## src/rtl/vga_scanout.sv

```systemverilog
// -----------------------------------------------------------------------------
// vga_scanout
//   640x480@60 VGA raster generator (800x525 total, 25 MHz pixel clock) that
//   scans a 240x160 BGR555 frame buffer out of vram, scaled 2x into a 480x320
//   window whose top-left corner sits at (H_OFS, V_OFS).
//
//   The vram address is produced one raster position ahead, so vgac_addr
//   holds the address for the position the counters hold in the same cycle.
//   Sync, blanking and window flags travel through an RD_LAT-deep shift
//   pipeline so that everything belonging to raster position (h,v) reaches
//   the pins together, RD_LAT+1 cycles after the counters hold (h,v).
//
// Parameters
//   H_OFS   first active column of the window
//   V_OFS   first active line of the window
//   RD_LAT  vram read latency in cycles (1..3)
//
// Ports
//   clk_25mhz  pixel clock, the only clock
//   rst_n      asynchronous active-low reset
//   vgac_addr  vram halfword read address (holds outside the window)
//   vgac_data  vram read data, BGR555, valid RD_LAT cycles after vgac_addr
//   vga_r/g/b  4-bit colour, zero outside the visible area
//   vga_hs/vs  active-low syncs
//   vblank     high while the raster is outside display lines 0..479
//
// Configuration macro
//   VGA_SCANOUT_BORDER_EN  when defined, visible pixels outside the window
//                          show 4'h2 on every channel instead of black.
// -----------------------------------------------------------------------------
module vga_scanout #(
    parameter int H_OFS  = 80,
    parameter int V_OFS  = 80,
    parameter int RD_LAT = 1
) (
    input  logic        clk_25mhz,
    input  logic        rst_n,
    output logic [15:0] vgac_addr,
    input  logic [15:0] vgac_data,
    output logic [3:0]  vga_r,
    output logic [3:0]  vga_g,
    output logic [3:0]  vga_b,
    output logic        vga_hs,
    output logic        vga_vs,
    output logic        vblank
);

    localparam logic [9:0]  H_LAST     = 10'd799;
    localparam logic [9:0]  V_LAST     = 10'd524;
    localparam logic [9:0]  H_VIS_LAST = 10'd639;
    localparam logic [9:0]  V_VIS_LAST = 10'd479;
    localparam logic [9:0]  H_SYNC_LO  = 10'd656;
    localparam logic [9:0]  H_SYNC_HI  = 10'd751;
    localparam logic [9:0]  V_SYNC_LO  = 10'd490;
    localparam logic [9:0]  V_SYNC_HI  = 10'd491;
    localparam logic [9:0]  WIN_H_LO   = 10'(H_OFS);
    localparam logic [9:0]  WIN_H_HI   = 10'(H_OFS + 479);
    localparam logic [9:0]  WIN_V_LO   = 10'(V_OFS);
    localparam logic [9:0]  WIN_V_HI   = 10'(V_OFS + 319);
    localparam logic [15:0] ROW_STEP   = 16'd240;

`ifdef VGA_SCANOUT_BORDER_EN
    localparam logic [3:0]  BORDER     = 4'h2;
`else
    localparam logic [3:0]  BORDER     = 4'h0;
`endif

    // Flag vector layout inside the delay pipeline
    localparam int          P_HS       = 4;
    localparam int          P_VS       = 3;
    localparam int          P_VB       = 2;
    localparam int          P_VIS      = 1;
    localparam int          P_WIN      = 0;
    // Blank/inactive pipeline content: syncs deasserted, nothing visible
    localparam logic [4:0]  PIPE_IDLE  = 5'b11000;

    logic [9:0]  hcnt_r;
    logic [9:0]  vcnt_r;
    logic [9:0]  h_nxt_s;
    logic [9:0]  v_nxt_s;
    logic        line_end_s;
    logic        h_nxt_win_s;
    logic        v_nxt_win_s;
    logic [7:0]  col_r;
    logic [7:0]  col_nxt_s;
    logic [15:0] row_base_r;
    logic [15:0] row_nxt_s;
    logic [15:0] addr_nxt_s;
    logic [4:0]  flags_s;
    logic [4:0]  pipe_r [RD_LAT];
    logic [4:0]  pipe_out_s;
    logic [3:0]  r_nxt_s;
    logic [3:0]  g_nxt_s;
    logic [3:0]  b_nxt_s;
    logic        unused_data_s;

    // Colour bits 0, 5, 10 and 15 of BGR555 are not used by the 4-bit DAC
    assign unused_data_s = ^{vgac_data[15], vgac_data[10], vgac_data[5], vgac_data[0]};

    // Next raster position: hcnt wraps at 799, vcnt steps on each h wrap
    always_comb begin
        h_nxt_s    = hcnt_r + 10'd1;
        v_nxt_s    = vcnt_r;
        line_end_s = 1'b0;
        if (hcnt_r == H_LAST) begin
            h_nxt_s    = 10'd0;
            line_end_s = 1'b1;
            if (vcnt_r == V_LAST) begin
                v_nxt_s = 10'd0;
            end else begin
                v_nxt_s = vcnt_r + 10'd1;
            end
        end else begin
            line_end_s = 1'b0;
        end
    end

    // Address for the next position: column counter steps every second
    // pixel, row base steps by 240 every second window line
    always_comb begin
        h_nxt_win_s = (h_nxt_s >= WIN_H_LO) && (h_nxt_s <= WIN_H_HI);
        v_nxt_win_s = (v_nxt_s >= WIN_V_LO) && (v_nxt_s <= WIN_V_HI);

        if (h_nxt_s == WIN_H_LO) begin
            col_nxt_s = 8'd0;
        end else if (h_nxt_win_s && (h_nxt_s[0] == WIN_H_LO[0])) begin
            col_nxt_s = col_r + 8'd1;
        end else begin
            col_nxt_s = col_r;
        end

        if (line_end_s && ((v_nxt_s == 10'd0) || (v_nxt_s == WIN_V_LO))) begin
            row_nxt_s = 16'd0;
        end else if (line_end_s && v_nxt_win_s && (v_nxt_s[0] == WIN_V_LO[0])) begin
            row_nxt_s = row_base_r + ROW_STEP;
        end else begin
            row_nxt_s = row_base_r;
        end

        if (h_nxt_win_s && v_nxt_win_s) begin
            addr_nxt_s = row_nxt_s + {8'd0, col_nxt_s};
        end else begin
            addr_nxt_s = vgac_addr;
        end
    end

    // Raster counters and address generator state
    always_ff @(posedge clk_25mhz or negedge rst_n) begin
        if (!rst_n) begin
            hcnt_r     <= 10'd0;
            vcnt_r     <= 10'd0;
            col_r      <= 8'd0;
            row_base_r <= 16'd0;
            vgac_addr  <= 16'd0;
        end else begin
            hcnt_r     <= h_nxt_s;
            vcnt_r     <= v_nxt_s;
            col_r      <= col_nxt_s;
            row_base_r <= row_nxt_s;
            vgac_addr  <= addr_nxt_s;
        end
    end

    // Per-position flags derived from the current counters
    always_comb begin
        flags_s        = PIPE_IDLE;
        flags_s[P_HS]  = !((hcnt_r >= H_SYNC_LO) && (hcnt_r <= H_SYNC_HI));
        flags_s[P_VS]  = !((vcnt_r >= V_SYNC_LO) && (vcnt_r <= V_SYNC_HI));
        flags_s[P_VB]  = (vcnt_r > V_VIS_LAST);
        flags_s[P_VIS] = (hcnt_r <= H_VIS_LAST) && (vcnt_r <= V_VIS_LAST);
        flags_s[P_WIN] = (hcnt_r >= WIN_H_LO) && (hcnt_r <= WIN_H_HI) &&
                         (vcnt_r >= WIN_V_LO) && (vcnt_r <= WIN_V_HI);
    end

    // Delay flags by RD_LAT so they line up with the returning vram data
    always_ff @(posedge clk_25mhz or negedge rst_n) begin
        if (!rst_n) begin
            for (int i = 0; i < RD_LAT; i++) begin
                pipe_r[i] <= PIPE_IDLE;
            end
        end else begin
            pipe_r[0] <= flags_s;
            for (int i = 1; i < RD_LAT; i++) begin
                pipe_r[i] <= pipe_r[i-1];
            end
        end
    end

    assign pipe_out_s = pipe_r[RD_LAT-1];

    // Colour select: vram data in the window, border elsewhere, black in blanking
    always_comb begin
        r_nxt_s = 4'h0;
        g_nxt_s = 4'h0;
        b_nxt_s = 4'h0;
        if (pipe_out_s[P_VIS]) begin
            if (pipe_out_s[P_WIN]) begin
                r_nxt_s = vgac_data[4:1];
                g_nxt_s = vgac_data[9:6];
                b_nxt_s = vgac_data[14:11];
            end else begin
                r_nxt_s = BORDER;
                g_nxt_s = BORDER;
                b_nxt_s = BORDER;
            end
        end else begin
            r_nxt_s = 4'h0;
            g_nxt_s = 4'h0;
            b_nxt_s = 4'h0;
        end
    end

    // Output registers
    always_ff @(posedge clk_25mhz or negedge rst_n) begin
        if (!rst_n) begin
            vga_r  <= 4'h0;
            vga_g  <= 4'h0;
            vga_b  <= 4'h0;
            vga_hs <= 1'b1;
            vga_vs <= 1'b1;
            vblank <= 1'b0;
        end else begin
            vga_r  <= r_nxt_s;
            vga_g  <= g_nxt_s;
            vga_b  <= b_nxt_s;
            vga_hs <= pipe_out_s[P_HS];
            vga_vs <= pipe_out_s[P_VS];
            vblank <= pipe_out_s[P_VB];
        end
    end

endmodule

```

## config.mk

```make
export PLATFORM = sky130hd
export DESIGN_NAME = vga_scanout
export DESIGN_NICKNAME = d
export VERILOG_FILES = /design/src/rtl/vga_scanout.sv
export SDC_FILE = /design/constraint.sdc
export NUM_CORES = 1
export LEC_CHECK = 0
export CAP_MARGIN = 25
export CELL_PAD_IN_SITES_DETAIL_PLACEMENT = 1
export CELL_PAD_IN_SITES_GLOBAL_PLACEMENT = 1
export CORE_MARGIN = 1.5
export CORE_UTILIZATION = 30
export DETAILED_ROUTE_END_ITERATION = 8
export PLACE_DENSITY_LB_ADDON = 0.1
export SLEW_MARGIN = 20
export SYNTH_ARGS = -nofsm -noshare
export SYNTH_HDL_FRONTEND = slang
export SYNTH_SLANG_ARGS = --single-unit
```

## constraint.sdc

```tcl
create_clock -name clk_25mhz -period 6.1 [get_ports clk_25mhz]
set_input_delay 1.83 -clock clk_25mhz [delete_from_list [all_inputs] [get_ports clk_25mhz]]
set_output_delay 1.83 -clock clk_25mhz [all_outputs]
set_load 0.01 [all_outputs]
```

After elaboration in Yosys (flattened, before gate mapping)
Cells that the tools add are included.
Storage, ports and cells
  output and inout port bits: 31
  flip-flop bits (word level): 80
  word-level logic and storage cells: 69
Operators by class
  equality and inequality tests: 4
  bitwise operators: 2
  order comparisons: 15
  add/subtract/negate cells: 5
  reductions and logical operators: 17
  muxes and demuxes: 14
Operators with widths (number)
  10-bit by 7-bit greater-or-equal comparator with 1-bit output, second input constant: 4
  10-bit <= comparator, second input constant: 4
  10-bit by 9-bit <= comparator with 1-bit output, second input constant: 4
  16-bit two-way mux: 2
  10-bit two-way mux: 3
  4-bit two-way mux: 6
  10-bit by 1-bit adder with 10-bit output, second input constant: 2
  10-bit == test, second input constant: 2
  10-bit by 7-bit == test with 1-bit output, second input constant: 2
  16-bit by 8-bit adder with 16-bit output: 1
  16-bit by 8-bit adder with 16-bit output, second input constant: 1
  8-bit two-way mux: 2
  1-bit logical AND: 13
  10-bit greater-or-equal comparator, second input constant: 1
  10-bit by 9-bit greater-or-equal comparator with 1-bit output, second input constant: 1
  10-bit by 9-bit greater-than comparator with 1-bit output, second input constant: 1
  10-bit zero test: 1
  8-bit by 1-bit adder with 8-bit output, second input constant: 1
  1-bit zero test: 2
  1-bit inverter: 2
  1-bit logical OR: 1
  1-bit two-way mux: 1

Logic depth before layout (Yosys ltp)
  depth after elaboration: 10
  gate-level depth with buffers: 23
  depth with buffers taken out: 21

Worst setup path before layout
No wires, ideal clock.
  path kind: register -> register
  start point: reg hcnt_r[7]
  end point: reg vgac_addr[14]
  buffers on the path: 2
  cell stages (with the launch flop): 21
  data arrival time: 4.664 ns
  period minus slack after synthesis: 4.791 ns
  path slack: 1.309 ns
  library setup time: 0.127 ns
  cells stage by stage: dfrtp_1 or4b_1 buf_2 nor3_1 clkbuf_1 nor2_1 or4_1 nor4_1 nor2_1 ha_1 fa_1 a21oi_1 nor2_1 nor2_1 o21bai_1 a21oi_1 o21ai_0 o211ai_1 nor4_2 mux2i_1 nand3_1
RTL lines
  start: declaration: RTL line 77  | logic [9:0] hcnt_r;
  start signal: assignment: RTL line 156  | hcnt_r <= h_nxt_s;
  10-bit == test *: RTL line 105  | if (hcnt_r == H_LAST) begin
  10-bit two-way mux *: RTL line 105
  via h_nxt_s[3]: RTL line 79  | logic [9:0] h_nxt_s;
  10-bit by 7-bit greater-or-equal comparator with 1-bit output / 10-bit <= comparator (equally long branches): RTL line 121  | h_nxt_win_s = (h_nxt_s >= WIN_H_LO) && (h_nxt_s <= WIN_H_HI);
  1-bit logical AND: RTL line 121
  1-bit logical AND: RTL line 126  | end else if (h_nxt_win_s && (h_nxt_s[0] == WIN_H_LO[0])) begin
  8-bit two-way mux: RTL line 126
  8-bit two-way mux *: RTL line 124  | if (h_nxt_s == WIN_H_LO) begin
  via col_nxt_s[0]: RTL line 85  | logic [7:0] col_nxt_s;
  16-bit by 8-bit adder with 16-bit output *: RTL line 141  | addr_nxt_s = row_nxt_s + {8'd0, col_nxt_s};
  end signal: assignment: RTL line 160  | vgac_addr <= addr_nxt_s;
  end: declaration: RTL line 38  | output logic [15:0] vgac_addr,
The timed path passes the listed nets; every way through them passes the cells marked *.
A chain may end at the register's enable or synchronous reset.

Worst setup path after layout
  start point: reg hcnt_r[7]
  end point: reg vgac_addr[14]
Between the ends
  cells in the longest elaborated chain, start to end: 9
Ends and longest elaborated chain
  10-bit == test *: RTL line 105
  10-bit two-way mux *: RTL line 105
  via v_nxt_s[7]: RTL line 80  | logic [9:0] v_nxt_s;
  10-bit by 7-bit greater-or-equal comparator with 1-bit output / 10-bit by 9-bit <= comparator with 1-bit output (equally long branches): RTL line 122  | v_nxt_win_s = (v_nxt_s >= WIN_V_LO) && (v_nxt_s <= WIN_V_HI);
  1-bit logical AND: RTL line 122
  1-bit logical AND (2 in a row): RTL line 134  | end else if (line_end_s && v_nxt_win_s && (v_nxt_s[0] == WIN_V_LO[0])) begin
  16-bit two-way mux: RTL line 134
  16-bit two-way mux *: RTL line 132  | if (line_end_s && ((v_nxt_s == 10'd0) || (v_nxt_s == WIN_V_LO))) begin
  via row_nxt_s[0]: RTL line 87  | logic [15:0] row_nxt_s;
  16-bit by 8-bit adder with 16-bit output *: RTL line 141
Marks and branches as above.

==> results.md <==
* Synth cell count leaders: dfrtp_1, nand2_1, nor2_1
* Max Root-Sink Buffers at 2
* Main area contributors after synthesis: dfrtp_1, ha_1, nand2_1, xnor2_1, nor2_1
* RSZ-0062 raised after global routing: no
* Post-DR wirelength/cell at 16.2 um
* CTS Hold Buffers Added at 0
* Netlist cell types at 67
* Status: complete, no violations
* Die area at 15,600 um2
* CP max FO at 8
* CTS tree: built
* Die W at 125 um
* First-pass GRT wire length at 19,700 um
* Post-synthesis compound-gate area fraction at 13.8%
* R2R depth at 20
* H-tree depth at 3
* Mapped Cells at 470
* Synth Area in XOR/XNOR at 7.10%
* Fillers at 1,689
* Worst Path Arrival at 5610 ps
* Initial antenna violation count at 0
* Syn Area/Cell at 9.48 um2
* Routability congestion estimate at 0.788
* Required @ worst endpoint at 6330 ps
* Slowest-stage cell, CP: or4b_1
* Post-synth EDFFs at 0
* Post-layout min period at 5380 ps
* Remaining DRCs at 0
* Overall Power at 0.00113 W
* Largest family of logic cells by synthesized area: simple AND/OR/NAND/NOR gates
* Setup violations, final at 0
* Area growth syn-to-layout at 21.9%
* Hold WC Path Type: flop to flop
* Cts repair resizes at 0
* Syn_nets at 504
* Synth area leader: dfrtp_1
* Worst R2R Start: hcnt_r[7]
* Area share of and/or/nand/nor cells after synthesis at 24.6%
* Area share of the largest cell type after synthesis at 42.7%
* Fin. max-slew vios at 0
* Gr ovfl total at 0
* Worst relative slew slack at 53.4%
* FMAX at 186 MHz
* Post-Synth Adder-Cell Area at 4.66%
* Setup TNS Final at 0 ps
* Reg area at 2010 um2
* Worst setup SP type: flop
* CP Buf/Inv Count at 1
* Setup Skew at 8.45 ps
* Post-CTS Setup Inserts at 0
* GRT Total Usage at 15.7%
* Detailed Route WL at 11,400 um
* Hold Vio Cnt, Final at 0
* Root buf cell: clkbuf_16
* Delay-heaviest family, CP: simple AND/OR/NAND/NOR gates
* DR iter-0 viols at 150
* TritonCTS buffer count at 9
* Antenna violation net count after detailed routing at 0
* Cell mode on critical path: a21oi_1
* Post-synthesis register bit count at 80
* CTS clk-pin slew, worst paths at 70 ps
* Pwr Density at 208 nW/um2
* Vias/cell at 5.14
* Asr flop ratio synth at 100%
* Hpwl dp at 8230 um
* Worst Setup EP: vgac_addr[14]
* Core ar. at 14,500 um2
* Share of post-route cells with drive strength above 1 at 10.0%
* Critical path's largest stage delay at 720 ps
* Max-cap violations at 0
* R2r setup slk at 720 ps
* Ports at 49
* Seq/Total Area, Yosys at 45.0%
* Final net count at 549
* Critical path capture point type: flop
* Cell count along the critical path at 20
* Synthesis Warnings at 0
* WS Path Type: flop to flop
* Most common cell in the netlist: dfrtp_1
* Initial Utilization at 30.7%
* Mux share of post-synthesis cell area at 1.43%
* Drt pass-1 iters at 4
* Worst Tran Pin Value at 698 ps
* Synth Flop Type: dfrtp_1
* Number of global-route vias before repair at 3,899
* Leakage at 2.35 nW
* Post-Syn Area at 4460 um2
* Multi-input combinational cell area at 2300 um2
* Crit share post-route at 88.1%
* Largest net degree at the start of global routing at 52
* Antenna Cells at 0
* Clock latency on the worst-skew pair at 350 ps
* Critical path cell sequence: or4b_1 -> nor4_1 -> a21oi_1 -> or2_2 -> a21oi_1 -> nand4_1 -> buf_4 -> and2_1 -> ha_1 -> fa_1 -> a21oi_1 -> nor2_1 -> nor2_1 -> o21bai_1 -> a21oi_1 -> o21ai_0 -> o211ai_1 -> nor4_2 -> mux2i_1 -> nand3_1
* CP Launch Point: hcnt_r[7]
* End of the worst register-to-register path: vgac_addr[14]
* FP Rows at 44
* Clk sinks at 80
* Worst vdd ir at 0.115 mV
* Vias at 3,612
* Die H at 125 um
* # port buffers at 44
cell type report:
| cell class | instances | area share (%) |
|---|---|---|
| clock buffers | 10 | 4.22 |
| inverters | 17 | 1.17 |
| multi-input cells | 352 | 42.4 |
| clock inverters | 5 | 1.52 |
| well taps | 184 | 4.24 |
| repair buffers | 55 | 9.54 |
| flip-flops and latches | 80 | 36.9 |
report_power, final:
part / total (W) / switching, W / internal (W)
clock network: 0.000581 / 0.000223 / 0.000357
logic: 0.0000189 / 0.0000114 / 0.00000743
registers: 0.000531 / 0 / 0.000531
total: 0.00113 / 0.000235 / 0.000895
registers in the layout, summed over array words and instances, names as in the netlist:
name        cells
row_base_r     16
vgac_addr      16
hcnt_r         10
vcnt_r         10
col_r           8
pipe_out_s      5
vga_b           4
vga_g           4
vga_r           4
vblank          1
vga_hs          1
vga_vs          1
stage by stage:
| step | instance area, um2 | instances | util [%] | hold slack [ps] | setup WS (ps) |
|---|---|---|---|---|---|
| floorplan | 4460 | 470 | - | 331 | 1310 |
| global placement | 5110 | 687 | 35.2 | 333 | 730 |
| detailed placement | 5120 | 688 | 35.2 | 336 | 650 |
| CTS | 5430 | 703 | 37.4 | 350 | 662 |
| global route | 5430 | 703 | 37.4 | 357 | 293 |
| finish | 5430 | 703 | 37.4 | 347 | 723 |
cell families (layout without fill, tap and decap cells):
family                   count (synthesis)  after routing
adder cells (fa/ha/maj)                 16             16
flip-flops                              80             80
XOR/XNOR                                34             34
AO/OA/AOI/OAI                           93             93
AND/OR/NAND/NOR                        203            203
multiplexers                             6              6
buffers and inverters                   38             87
worst reg2reg max path, stage by stage (launching register included):
cell      delay (ps)
dfrtp_1          470
or4b_1           720
nor4_1           630
a21oi_1          220
or2_2            350
a21oi_1          280
nand4_1          150
buf_4            210
and2_1           180
ha_1             210
fa_1             410
a21oi_1          160
nor2_1            60
nor2_1           150
o21bai_1          80
a21oi_1          220
o21ai_0          180
o211ai_1         220
nor4_2           130
mux2i_1          170
nand3_1           80
layout by cell type (no fill, tap or decap), types with 11 or more instances in the layout:
master and n:
buf_4 11, xnor2_1 17, nor3_1 20, nor2_1 38, clkdlybuf4s50_1 43, a21oi_1 23
ha_1 15, nand4_1 15, xor2_1 16, nand2_1 42, and3_1 18, nand3_1 14
dfrtp_1 76, o21ai_0 25, inv_1 17
metal layers:
metal  vias up  wire (um)  track usage (%)
li1       1772          -                -
met1      1768       5530             21.0
met2        52       5310             25.2
met3        20        293             3.39
met4         0        225             5.48
met5         -          0                0
worst min-delay path by stage:
stage | endpoint | start | cells past startpoint | slack, ps
after floorplan | vblank | pipe_out_s[2] | 0 | 330
after global placement | vblank | pipe_out_s[2] | 0 | 330
after detailed placement | vblank | pipe_out_s[2] | 0 | 340
after CTS | vblank | pipe_out_s[2] | 0 | 350
after global routing | vga_vs | pipe_out_s[3] | 0 | 360
final | vblank | pipe_out_s[2] | 0 | 350
(Power assumes the default switching activity.)
